--- config.mk ---
export PLATFORM = sky130hd
export DESIGN_NAME = dispense_arbiter
export DESIGN_NICKNAME = d
export VERILOG_FILES = /design/src/rtl/dispense_pkg.sv /design/src/rtl/rr_pick.sv /design/src/rtl/dispense_arbiter.sv
export SDC_FILE = /design/constraint.sdc
export NUM_CORES = 1
export LEC_CHECK = 0
export CAP_MARGIN = 0
export CORE_MARGIN = 4
export CORE_UTILIZATION = 47
export DETAILED_ROUTE_END_ITERATION = 7
export MAX_ROUTING_LAYER = met4
export PLACE_DENSITY = 0.85
export SYNTH_ARGS = -nofsm -noshare
export SYNTH_HDL_FRONTEND = slang
export SYNTH_HIERARCHICAL = 1
export SYNTH_SLANG_ARGS = --single-unit
--- constraint.sdc ---
create_clock -name clk -period 2.01 [get_ports clk]
set_input_delay 0.402 -clock clk [delete_from_list [all_inputs] [get_ports clk]]
set_output_delay 0.402 -clock clk [all_outputs]
set_load 0.005 [all_outputs]
--- src/rtl/dispense_pkg.sv ---
// rtl/dispense_pkg.sv - shared types and constants for the dispense motor arbiter
package dispense_pkg;

  typedef enum logic [1:0] {
    IDLE = 2'd0,
    RUN  = 2'd1,
    GAP  = 2'd2,
    HALT = 2'd3
  } state_e;

  localparam int DEF_N_REQ      = 4;
  localparam int DEF_RUN_CYCLES = 8;
  localparam int DEF_GAP_CYCLES = 2;

  // One shared down-counter serves both the run and the cool-down phases.
  function automatic int CNT_W(input int run_cycles, input int gap_cycles);
    int m;
    m = (run_cycles > gap_cycles) ? run_cycles : gap_cycles;
    return $clog2(m + 1);
  endfunction

endpackage

--- src/rtl/rr_pick.sv ---
// rtl/rr_pick.sv - combinational round-robin pick: first set request at or above the pointer, wrapping
module rr_pick #(
  parameter int N_REQ = 4,
  parameter int PTR_W = 2
) (
  input  logic [N_REQ-1:0] i_req,
  input  logic [PTR_W-1:0] i_ptr,
  output logic [N_REQ-1:0] o_grant,
  output logic             o_valid
);

  logic [N_REQ-1:0] w_hi;

  always_comb begin
    w_hi = '0;
    for (int i = 0; i < N_REQ; i++) begin
      w_hi[i] = i_req[i] & (PTR_W'(i) >= i_ptr);
    end
  end

  // Lowest request overall is the wrap-around fallback; any request at/above the pointer wins over it.
  always_comb begin
    o_grant = '0;
    o_valid = |i_req;
    for (int i = N_REQ - 1; i >= 0; i--) begin
      if (i_req[i]) begin
        o_grant    = '0;
        o_grant[i] = 1'b1;
      end
    end
    for (int i = N_REQ - 1; i >= 0; i--) begin
      if (w_hi[i]) begin
        o_grant    = '0;
        o_grant[i] = 1'b1;
      end
    end
  end

endmodule

--- src/rtl/dispense_arbiter.sv ---
// rtl/dispense_arbiter.sv - round-robin owner of the single dispense motor with fixed run and cool-down
module dispense_arbiter
  import dispense_pkg::*;
#(
  parameter int N_REQ      = DEF_N_REQ,
  parameter int RUN_CYCLES = DEF_RUN_CYCLES,
  parameter int GAP_CYCLES = DEF_GAP_CYCLES
) (
  input  logic             clk,
  input  logic             rst_n,
  input  logic [N_REQ-1:0] req,
  input  logic             stop,
  output logic [N_REQ-1:0] grant,
  output logic             motor,
  output logic [N_REQ-1:0] done,
  output logic             abort,
  output logic             busy
);

  localparam int PTR_W = (N_REQ > 1) ? $clog2(N_REQ) : 1;
  localparam int CW    = CNT_W(RUN_CYCLES, GAP_CYCLES);
  localparam logic [CW-1:0] RUN_LOAD = CW'(RUN_CYCLES - 1);
  localparam logic [CW-1:0] GAP_LOAD = CW'(GAP_CYCLES - 1);

  state_e           r_state, w_state_nxt;
  logic [CW-1:0]    r_cnt, w_cnt_nxt;
  logic [PTR_W-1:0] r_ptr, w_ptr_nxt, w_ptr_adv;
  logic [N_REQ-1:0] r_grant, r_done;
  logic             r_motor, r_abort, r_busy;

  logic [N_REQ-1:0] w_pick;
  logic             w_valid;
  logic             w_withdraw;
  logic [N_REQ-1:0] w_grant_nxt, w_done_nxt;
  logic             w_motor_nxt, w_abort_nxt, w_busy_nxt;

  rr_pick #(
    .N_REQ (N_REQ),
    .PTR_W (PTR_W)
  ) u_rr_pick (
    .i_req   (req),
    .i_ptr   (r_ptr),
    .o_grant (w_pick),
    .o_valid (w_valid)
  );

  always_comb begin
    w_ptr_adv = '0;
    for (int i = 0; i < N_REQ - 1; i++) begin
      if (w_pick[i]) w_ptr_adv = PTR_W'(i + 1);
    end
  end

  always_ff @(posedge clk or negedge rst_n) begin
    if (!rst_n) begin
      r_state <= IDLE;
      r_cnt   <= '0;
      r_ptr   <= '0;
      r_grant <= '0;
      r_motor <= 1'b0;
      r_done  <= '0;
      r_abort <= 1'b0;
      r_busy  <= 1'b0;
    end else begin
      r_state <= w_state_nxt;
      r_cnt   <= w_cnt_nxt;
      r_ptr   <= w_ptr_nxt;
      r_grant <= w_grant_nxt;
      r_motor <= w_motor_nxt;
      r_done  <= w_done_nxt;
      r_abort <= w_abort_nxt;
      r_busy  <= w_busy_nxt;
    end
  end

  // RUN exit priority: stop, then withdrawal of the owner's request, then run completion.
  always_comb begin
    w_state_nxt = r_state;
    w_cnt_nxt   = r_cnt;
    w_ptr_nxt   = r_ptr;
    w_withdraw  = 1'b0;
    case (r_state)
      IDLE: begin
        if (stop) begin
          w_state_nxt = HALT;
        end else if (w_valid) begin
          w_state_nxt = RUN;
          w_cnt_nxt   = RUN_LOAD;
          w_ptr_nxt   = w_ptr_adv;
        end
      end
      RUN: begin
        if (stop) begin
          w_state_nxt = HALT;
        end else if ((req & r_grant) == '0) begin
          w_state_nxt = GAP;
          w_cnt_nxt   = GAP_LOAD;
          w_withdraw  = 1'b1;
        end else if (r_cnt == '0) begin
          w_state_nxt = GAP;
          w_cnt_nxt   = GAP_LOAD;
        end else begin
          w_cnt_nxt = r_cnt - CW'(1);
        end
      end
      GAP: begin
        if (stop) begin
          w_state_nxt = HALT;
        end else if (r_cnt == '0) begin
          w_state_nxt = IDLE;
        end else begin
          w_cnt_nxt = r_cnt - CW'(1);
        end
      end
      HALT: begin
        if (!stop) begin
          w_state_nxt = GAP;
          w_cnt_nxt   = GAP_LOAD;
        end
      end
      default: w_state_nxt = IDLE;
    endcase
  end

  // done is raised one edge early so it lands in the last motor cycle of the run.
  always_comb begin
    w_grant_nxt = '0;
    w_motor_nxt = 1'b0;
    w_done_nxt  = '0;
    w_abort_nxt = w_withdraw;
    w_busy_nxt  = (w_state_nxt != IDLE);
    if (w_state_nxt == RUN) begin
      w_motor_nxt = 1'b1;
      w_grant_nxt = (r_state == IDLE) ? w_pick : r_grant;
      if (w_cnt_nxt == '0) w_done_nxt = w_grant_nxt;
    end
  end

  assign grant = r_grant;
  assign motor = r_motor;
  assign done  = r_done;
  assign abort = r_abort;
  assign busy  = r_busy;

endmodule

-- Word-level counts from Yosys, hierarchy flattened
Cells that the tools add are included.
- register bits after elaboration: 19
- bits in latches: 0
- bits in writable memories: 0
- bits in read-only memories: 0
- input port bits: 7
- output and inout bits: 11
- logic and storage cells: 67
- memories: 0
- add/subtract/negate cells: 1
- multiply operators: 0
- divide/modulo/power cells: 0
- magnitude comparators: 4
- equal/unequal tests: 4
- shifts and indexed selects: 0
- muxes and demuxes: 37
- bitwise logic cells: 6
- reductions and logical operators: 7
- operator list (cell ; number):
    $mux W4 ; 20
    $mux W2 ; 10
    $pmux W4 S4 ; 1
    $logic_not A4 Y1 ; 3
    $pmux W2 S4 ; 1
    $mux W1 ; 5
    $and A1 B1 Y1 ; 4
    $and A4 B4 Y4 ; 1
    $eq A2 B1 Y1 const B ; 2
    $eq A2 B2 Y1 const B ; 2
    $ge A1 B2 Y1 const A ; 2
    $ge A2 B2 Y1 const A ; 2
    $reduce_or A4 Y1 ; 1
    $sub A4 B1 Y4 const B ; 1
    $reduce_and A3 Y1 ; 1
    $logic_not A2 Y1 ; 1
    $reduce_bool A2 Y1 ; 1
    $not A1 Y1 ; 1

-- Longest topological paths before layout
Gate-level depths: netlist of run 1.
- depth after elaboration: 11
- depth in mapped cells: 10
- mapped depth without buffers: 9

-- Modules after synthesis
The synthesis of run 1 kept the hierarchy.
- modules (own cells, without submodules) (module ; times used ; cells each ; area an instance (um^2) ; seq. area each (um^2)):
    dispense_arbiter ; 1 ; 104 ; 1047.3 ; 475.5
    rr_pick ; 1 ; 19 ; 117.6 ; 0.0

-- Worst setup path before layout of run 1
Ideal clock, no wire load.
- kind: flip-flop to flip-flop
- start point: register r_cnt[1]
- end point: register r_done[0] (netlist: done[0])
- setup time: 0.137 ns
- arrival: 2.009 ns
- data required time: 1.873 ns
- slack: -0.136 ns
- cell stages (with the launch flop): 11
- buffers on the path: 1
- period minus slack after synthesis: 2.146 ns
- cells stage by stage: dfrtp_1 > inv_1 > ha_1 > or3b_1 > buf_6 > ha_1 > nor2_1 > a221o_1 > o31a_1 > nand4_1 > nor4_1
- longest elaborated chain between the ends: 8
- elaborated cells on any way between the ends: 21
- ends and longest elaborated chain (what ; RTL line ; RTL):
    start: declaration ; dispense_arbiter.sv:26 ; logic [CW-1:0] r_cnt, w_cnt_nxt;
    start signal: assignment ; dispense_arbiter.sv:66 ; r_cnt <= w_cnt_nxt;
    $sub A4 B1 Y4 or $logic_not A4 Y1 (tied branches) ; n/a ;
    $mux W4 ; dispense_arbiter.sv:99 ; end else if (r_cnt == '0) begin
    $mux W4 ; dispense_arbiter.sv:95 ; end else if ((req & r_grant) == '0) begin
    $mux W4 ; dispense_arbiter.sv:93 ; if (stop) begin
    $pmux W4 S4 ; dispense_arbiter.sv:82 ; case (r_state)
    $logic_not A4 Y1 ; dispense_arbiter.sv:135 ; if (w_cnt_nxt == '0) w_done_nxt = w_grant_nxt;
    $mux W4 ; dispense_arbiter.sv:135 ;
    $mux W4 * ; dispense_arbiter.sv:132 ; if (w_state_nxt == RUN) begin
    via w_done_nxt[0] ; dispense_arbiter.sv:34 ; logic [N_REQ-1:0] w_grant_nxt, w_done_nxt;
    end signal: assignment ; dispense_arbiter.sv:70 ; r_done <= w_done_nxt;
    end: declaration ; dispense_arbiter.sv:28 ; logic [N_REQ-1:0] r_grant, r_done;
The timed path passes the listed nets; every way through them passes the cells marked *.
A chain may end at the register's enable or synchronous reset.

-- Final worst setup path of run 1
- start point: register r_cnt[0]
- end point: register r_done[3] (netlist: done[3])
The elaborated chain is that of the path after synthesis.

==> impl_metrics.ini, run 1 <==
[worst_setup_path]
slowest_delay_ps = 400
cp.arrival_ps = 2350
critPathCaptureType = register
path_cells = inv_1 > ha_2 > or3b_4 > ha_4 > nor2_4 > a221o_1 > o31a_1 > buf_4 > nand2_1 > nor4_2
path_class = register to register
worstPathMaxFanout = 2
worst_path_max_delay_cell = dfrtp_1
critical_path_required_ps = 2190
crit_buf_inv = 2
crit_cells = 10
worst_path_dominant_cell_family = simple AND/OR/NAND/NOR gates
worstRegToRegCells = 10
critPathLaunchType = register

[die]
dieArea_sq_um = 3340
initial_core_util = 0.512
ios = 18
die_w_um = 57.8
rows = 17
die_y_um = 57.8
core_area_sq_um = 2280

[cts]
cts_max_level = 1
cts.path.max_buffers = 2
cts_hold_buf = 0
cts_root_buf = clkbuf_4
clkSinkCount = 19
clk_pin_slew_ps = 110
numCtsBuffers = 3
cts_tree = done
worstSkewPairLatency_ps = 300

[cells_and_area]
drive_gt1_frac = 0.280
layout.nets = 178
multiInputGateArea_sq_um = 638
syn_to_final_growth_pct = 38.8
num_antenna_cells = 0
fillers = 170
final_common_cell = buf_4
seq_area_sq_um = 475
final_cell_mix = 29 x buf_4, 19 x dfrtp_1, 17 x clkdlybuf4s50_1
finish.instance_area_sq_um = 1620

[flow_run]
max_cap_violations = 0

[detailed_routing]
dr.pass1.iters = 4
ant_nets = 0
vias = 1090
wire_per_inst_um = 14.5
via_per_inst = 5.56
routed_wl_mm = 2.84
drt-initial-drc-count = 17
drcViolationCount = 0

[global_route]
grt_pass1_wl_mm = 5.05
use_met3 = 0.0379
grt_max_degree = 20
overflow = 0
grt_antenna_before_repair = 0
grt_pass1_vias = 1129
grt_use_total = 0.200
use_met1 = 0.247
grt-busiest-layer = met2
use_met2 = 0.318

[synthesis]
synth_fp_nets = 132
async_reset_ff_frac = 1.00
ys_types = 39
syn_avg_cell_area_sq_um = 9.47
synth_ff_type = dfrtp_1
synth_edf_count = 0
synth-seq-area-share = 0.408
synth_cells = 123
synth_area_sq_um = 1160
synth_warnings = 6
ys_ff_latch = 19

[timing]
rsz0062_at_grt = true
worstMarginPinSlew_ps = 394
fin_crit_sh = 1.08
setup_slack_ps = -160
clock.fmax_mhz = 461
fin_skew_ps = 7.84
hold_ws_ps = 422
relSlewSlack = 0.737
finalMaxSlewViolations = 0
final_hold_viol_count = 0
finalSetupViolCount = 5
fin_crit_ps = 2170

[pwr]
powerDensity_nw_per_um2 = 798
peakVddDrop_mv = 0.614
p_leak_nw = 0.718

[place]
place.gp.congestion = 0.902
portBuffers = 17
hpwlAfterDp_mm = 2.20
placed_area_sq_um = 1520

[status]
status = finished, violations left
violations = negative setup slack

[worst_hold_path]
holdCritPathClass = primary input to async pin
cells in the mapped netlist, types with 2 or more instances:
master / n / area, sq um
a21oi_1: 8 / 40.0
nor3_1: 3 / 15.0
nor4_1: 4 / 25.0
o32ai_1: 2 / 17.5
buf_6: 2 / 22.5
nand2b_1: 3 / 18.8
nand4_1: 2 / 12.5
o21a_1: 2 / 15.0
buf_2: 3 / 15.0
o22ai_1: 3 / 18.8
nand2_1: 6 / 22.5
inv_1: 11 / 41.3
a22oi_1: 2 / 15.0
a221o_1: 3 / 30.0
o21ai_0: 3 / 15.0
dfrtp_1: 19 / 475
nand3b_1: 2 / 15.0
nor2_1: 14 / 52.6
ha_1: 2 / 25.0
mux2i_1: 4 / 40.0
nor2b_1: 6 / 37.5
o21bai_1: 2 / 15.0
where the power goes:
part	switching, mW	total, mW	internal (mW)
clock	0.120	0.194	0.0742
combinational	0.287	0.604	0.318
sequential	0.0600	0.491	0.431
total	0.467	1.29	0.822
kinds of logic (layout without fill, tap and decap cells):
group                    after synthesis  after routing  share of synthesized area
flip-flops                            19             19                      0.408
AO/OA/AOI/OAI                         32             32                      0.231
adder cells (fa/ha/maj)                2              2                     0.0215
buffers and inverters                 17             62                     0.0709
multiplexers                           5              5                     0.0440
AND/OR/NAND/NOR                       48             48                      0.224
metrics by stage:
stage | worst slack, ps | TNS [ps] | total power [mW] | util | instances
floorplan | -136 | -501 | 0.816 | - | 123
global placement | -185 | -1310 | 0.982 | 0.670 | 188
detailed placement | -290 | -1840 | 1.00 | 0.670 | 188
CTS | -219 | -724 | 1.26 | 0.704 | 195
global route | -270 | -1190 | 1.39 | 0.710 | 196
finish | -160 | -674 | 1.29 | 0.710 | 196
repair_timing:
action,4_1_cts,5_1_grt
gates resized for setup,6,2
buffers inserted,3,1
endpoints found under the setup margin,5,6
pin swaps,6,4
sequential cells by signal, summed over array words and instances (netlist names):
signal and count:
r_cnt 4, abort 1, busy 1, motor 1, r_ptr 2, done 4
grant 4, r_state 2
metal layers:
| metal | up-vias | part of all wire |
|---|---|---|
| li1 | 537 | - |
| met1 | 515 | 0.44 |
| met2 | 30 | 0.49 |
| met3 | 8 | 0.043 |
| met4 | 0 | 0.026 |
| met5 | - | 0 |
area by class of cell:
type | count | share of cell area
Multi-Input combinational cell | 87 | 0.395
Sequential cell | 19 | 0.294
Timing Repair Buffer | 47 | 0.247
Inverter | 11 | 0.0255
Tap cell | 28 | 0.0217
Clock buffer | 3 | 0.0139
Clock inverter | 1 | 0.00310
final timing paths:
kind	startpoint	end	slack [ps]
max	r_cnt[0]$_DFF_PN0_	done[3]$_DFF_PN0_	-160
min	rst_n	r_cnt[3]$_DFF_PN0_	420
max reg2reg	r_cnt[0]$_DFF_PN0_	done[3]$_DFF_PN0_	-160
min reg2reg	grant[1]$_DFF_PN0_	grant[1]$_DFF_PN0_	660
max in group asynchronous	rst_n	done[1]$_DFF_PN0_	1380
min in group clk	grant[1]$_DFF_PN0_	grant[1]$_DFF_PN0_	660
Note: power is estimated with default switching activity, not from simulation.
==> run 2: changes to the inputs <==
--- a/config.mk
+++ b/config.mk
@@ -5,7 +5,7 @@
 export SDC_FILE = /design/constraint.sdc
 export NUM_CORES = 1
 export LEC_CHECK = 0
-export CAP_MARGIN = 0
+export CAP_MARGIN = 20
 export CORE_MARGIN = 4
 export CORE_UTILIZATION = 47
 export DETAILED_ROUTE_END_ITERATION = 7
@@ -13,5 +13,4 @@
 export PLACE_DENSITY = 0.85
 export SYNTH_ARGS = -nofsm -noshare
 export SYNTH_HDL_FRONTEND = slang
-export SYNTH_HIERARCHICAL = 1
 export SYNTH_SLANG_ARGS = --single-unit
==> impl_metrics.ini, run 2 <==
[synthesis]
synth_area_sq_um = 1120
ys_types = 39
synth-seq-area-share = 0.426
yosysMostFrequentCell = dfrtp_1
ys_ff_latch = 19
synth.largest_area_cell = dfrtp_1
synth_fp_nets = 128
async_reset_ff_frac = 1.00
yosys.area.top_type_share = 0.426
synth_common_cells = 19 x dfrtp_1, 10 x inv_1, 10 x nor2_1
synth_cells = 119
synth_ff_type = dfrtp_1
synth_warnings = 0
synth_edf_count = 0
synth_area_leaders = dfrtp_1 43%, a21oi_1 4.0%, o21ai_0 3.6%, inv_1 3.4%, nor2_1 3.4%
syn_avg_cell_area_sq_um = 9.39

[cts]
cts_tree = done
cts_root_buf = clkbuf_4
clkSinkCount = 19
cts.path.max_buffers = 2
clk_pin_slew_ps = 120
worstSkewPairLatency_ps = 310
numCtsBuffers = 3
cts_hold_buf = 0
cts_max_level = 1

[die]
ios = 18
rows = 17
core_area_sq_um = 2230
initial_core_util = 0.500
dieArea_sq_um = 3220
die_w_um = 56.8
die_y_um = 56.8

[place]
hpwlAfterDp_mm = 2.38
place.gp.congestion = 0.886
place_inst = 185
placed_area_sq_um = 1510
preCtsSetupSlack_ps = -373
portBuffers = 17

[timing]
finalMaxSlewViolations = 0
setup_slack_ps = -36.8
finalSetupViolCount = 2
final_hold_viol_count = 0
clock.fmax_mhz = 489
relSlewSlack = 0.648
rsz0062_at_grt = true
worstMarginPinSlew_ps = 527
fin_crit_sh = 1.02
fin_crit_ps = 2050
setup_tns_ps = -62.2
fin_skew_ps = 1.65

[cells_and_area]
syn_to_final_growth_pct = 53.3
drive_gt1_frac = 0.345
final_common_cell = buf_4
layout.nets = 175
final_cells = 193
final_cell_mix = 28 x buf_4, 19 x dfrtp_1, 14 x clkdlybuf4s50_1
num_antenna_cells = 0
finish.instance_area_sq_um = 1710

[worst_setup_path]
path_class = primary input to register
critPathLaunchType = primary input
slowest_delay_ps = 470
critical_path_required_ps = 2210
path_cells = clkdlybuf4s50_1 > or4_4 > o31a_1 > o32a_4 > o211ai_4 > nor3_2
worstPathMaxFanout = 4
critPathCaptureType = register
worst_path_dominant_cell_family = compound AO/OA/AOI/OAI gates
cp.arrival_ps = 2250
crit_buf_inv = 1
worst_path_max_delay_cell = or4_4

[pwr]
seq_power_share = 0.369
switching_share = 0.388
peakVddDrop_mv = 0.701
powerDensity_nw_per_um2 = 799
switchingPower_mw = 0.532
p_comb_frac = 0.476
power_mw = 1.37
p_leak_nw = 0.773
clock_power_share = 0.155
internal-power_mw = 0.837

[detailed_routing]
wire_per_inst_um = 19.0
drt-initial-drc-count = 67
via_per_inst = 6.09
dr.pass1.iters = 4
ant_nets = 0
drcViolationCount = 0
vias = 1175
routed_wl_mm = 3.67

[flow_run]
max_cap_violations = 0

[status]
status = finished, violations left
violations = negative setup slack

[global_route]
overflow = 0
grt_pass1_vias = 1189
grt_use_total = 0.226
grt_antenna_before_repair = 0
grt_max_degree = 20
grt_pass1_wl_mm = 5.47

[worst_hold_path]
holdCritPathClass = primary input to async pin
run 2: cell count changes after synthesis, moves of 3 or more:
cell,before,now
o21ai_0,3,8
o22ai_1,3,0
a21o_1,0,4
a221o_1,3,0
clkbuf_1,1,4
a22o_1,0,3
nor2_1,14,10
nor4_1,4,1
run 2: per-stage QoR:
step	util	hold slack, ps
detailed placement	0.678	590
finish	0.767	403
global route	0.767	420
CTS	0.715	404
floorplan	-	106
global placement	0.678	579
run 2: worst register-to-register path, stage by stage (launching register included):
cell and delay, ps:
dfrtp_1 380, inv_1 60, ha_2 180, nor3b_4 160
buf_6 140, or4_4 490, a22o_4 290, o211ai_4 130
nor3_2 100
run 2: final timing paths:
check,slack [ps],endpoint,startpoint,cells past startpoint
max,-40,done[0]$_DFF_PN0_,req[3],6
min,400,abort$_DFF_PN0_,rst_n,2
max reg2reg,-10,done[0]$_DFF_PN0_,r_cnt[0]$_DFF_PN0_,8
min reg2reg,630,r_ptr[0]$_DFFE_PN0P_,r_ptr[0]$_DFFE_PN0P_,1
max in group asynchronous,1410,grant[0]$_DFF_PN0_,rst_n,2
min in group clk,630,r_ptr[0]$_DFFE_PN0P_,r_ptr[0]$_DFFE_PN0P_,1
run 2: power by group through the flow:
stage,sequential [mW],combinational [mW],clock (mW)
CTS,0.499,0.522,0.214
finish,0.505,0.652,0.212
global placement,0.502,0.461,0
global route,0.510,0.709,0.230
detailed placement,0.507,0.481,0
floorplan,0.487,0.319,0
run 2: area by class of cell:
cell class | count | area, sq um
repair buffers | 48 | 422
inverters | 10 | 37.5
fillers | 152 | 520
multi-input cells | 84 | 713
clock inverters | 1 | 7.51
well taps | 28 | 35.0
flip-flops and latches | 19 | 475
clock buffers | 3 | 22.5
run 2: what timing repair did:
| item | 4_1_cts | 5_1_grt |
|---|---|---|
| setup endpoints to repair | 4 | 4 |
| buffers inserted | 1 | 5 |
| pin swaps | 3 | 9 |
| resized for setup | 10 | 15 |
run 2: cell families after synthesis:
kind of cell,after synthesis,share of synthesized area
flops,19,0.426
compound gates,39,0.273
buf+inv,16,0.0560
fa+ha+maj,2,0.0224
xor+xnor,1,0.00784
simple gates,39,0.188
mux,3,0.0269
run 2: routing by layer:
layer / GRT usage / wire (um) / up-vias / share of wire
met5: - / 0 / - / 0
li1: - / - / 523 / -
met4: 0.119 / 138 / 0 / 0.038
met1: 0.255 / 1380 / 576 / 0.37
met3: 0.0552 / 210 / 17 / 0.057
met2: 0.368 / 1940 / 59 / 0.53
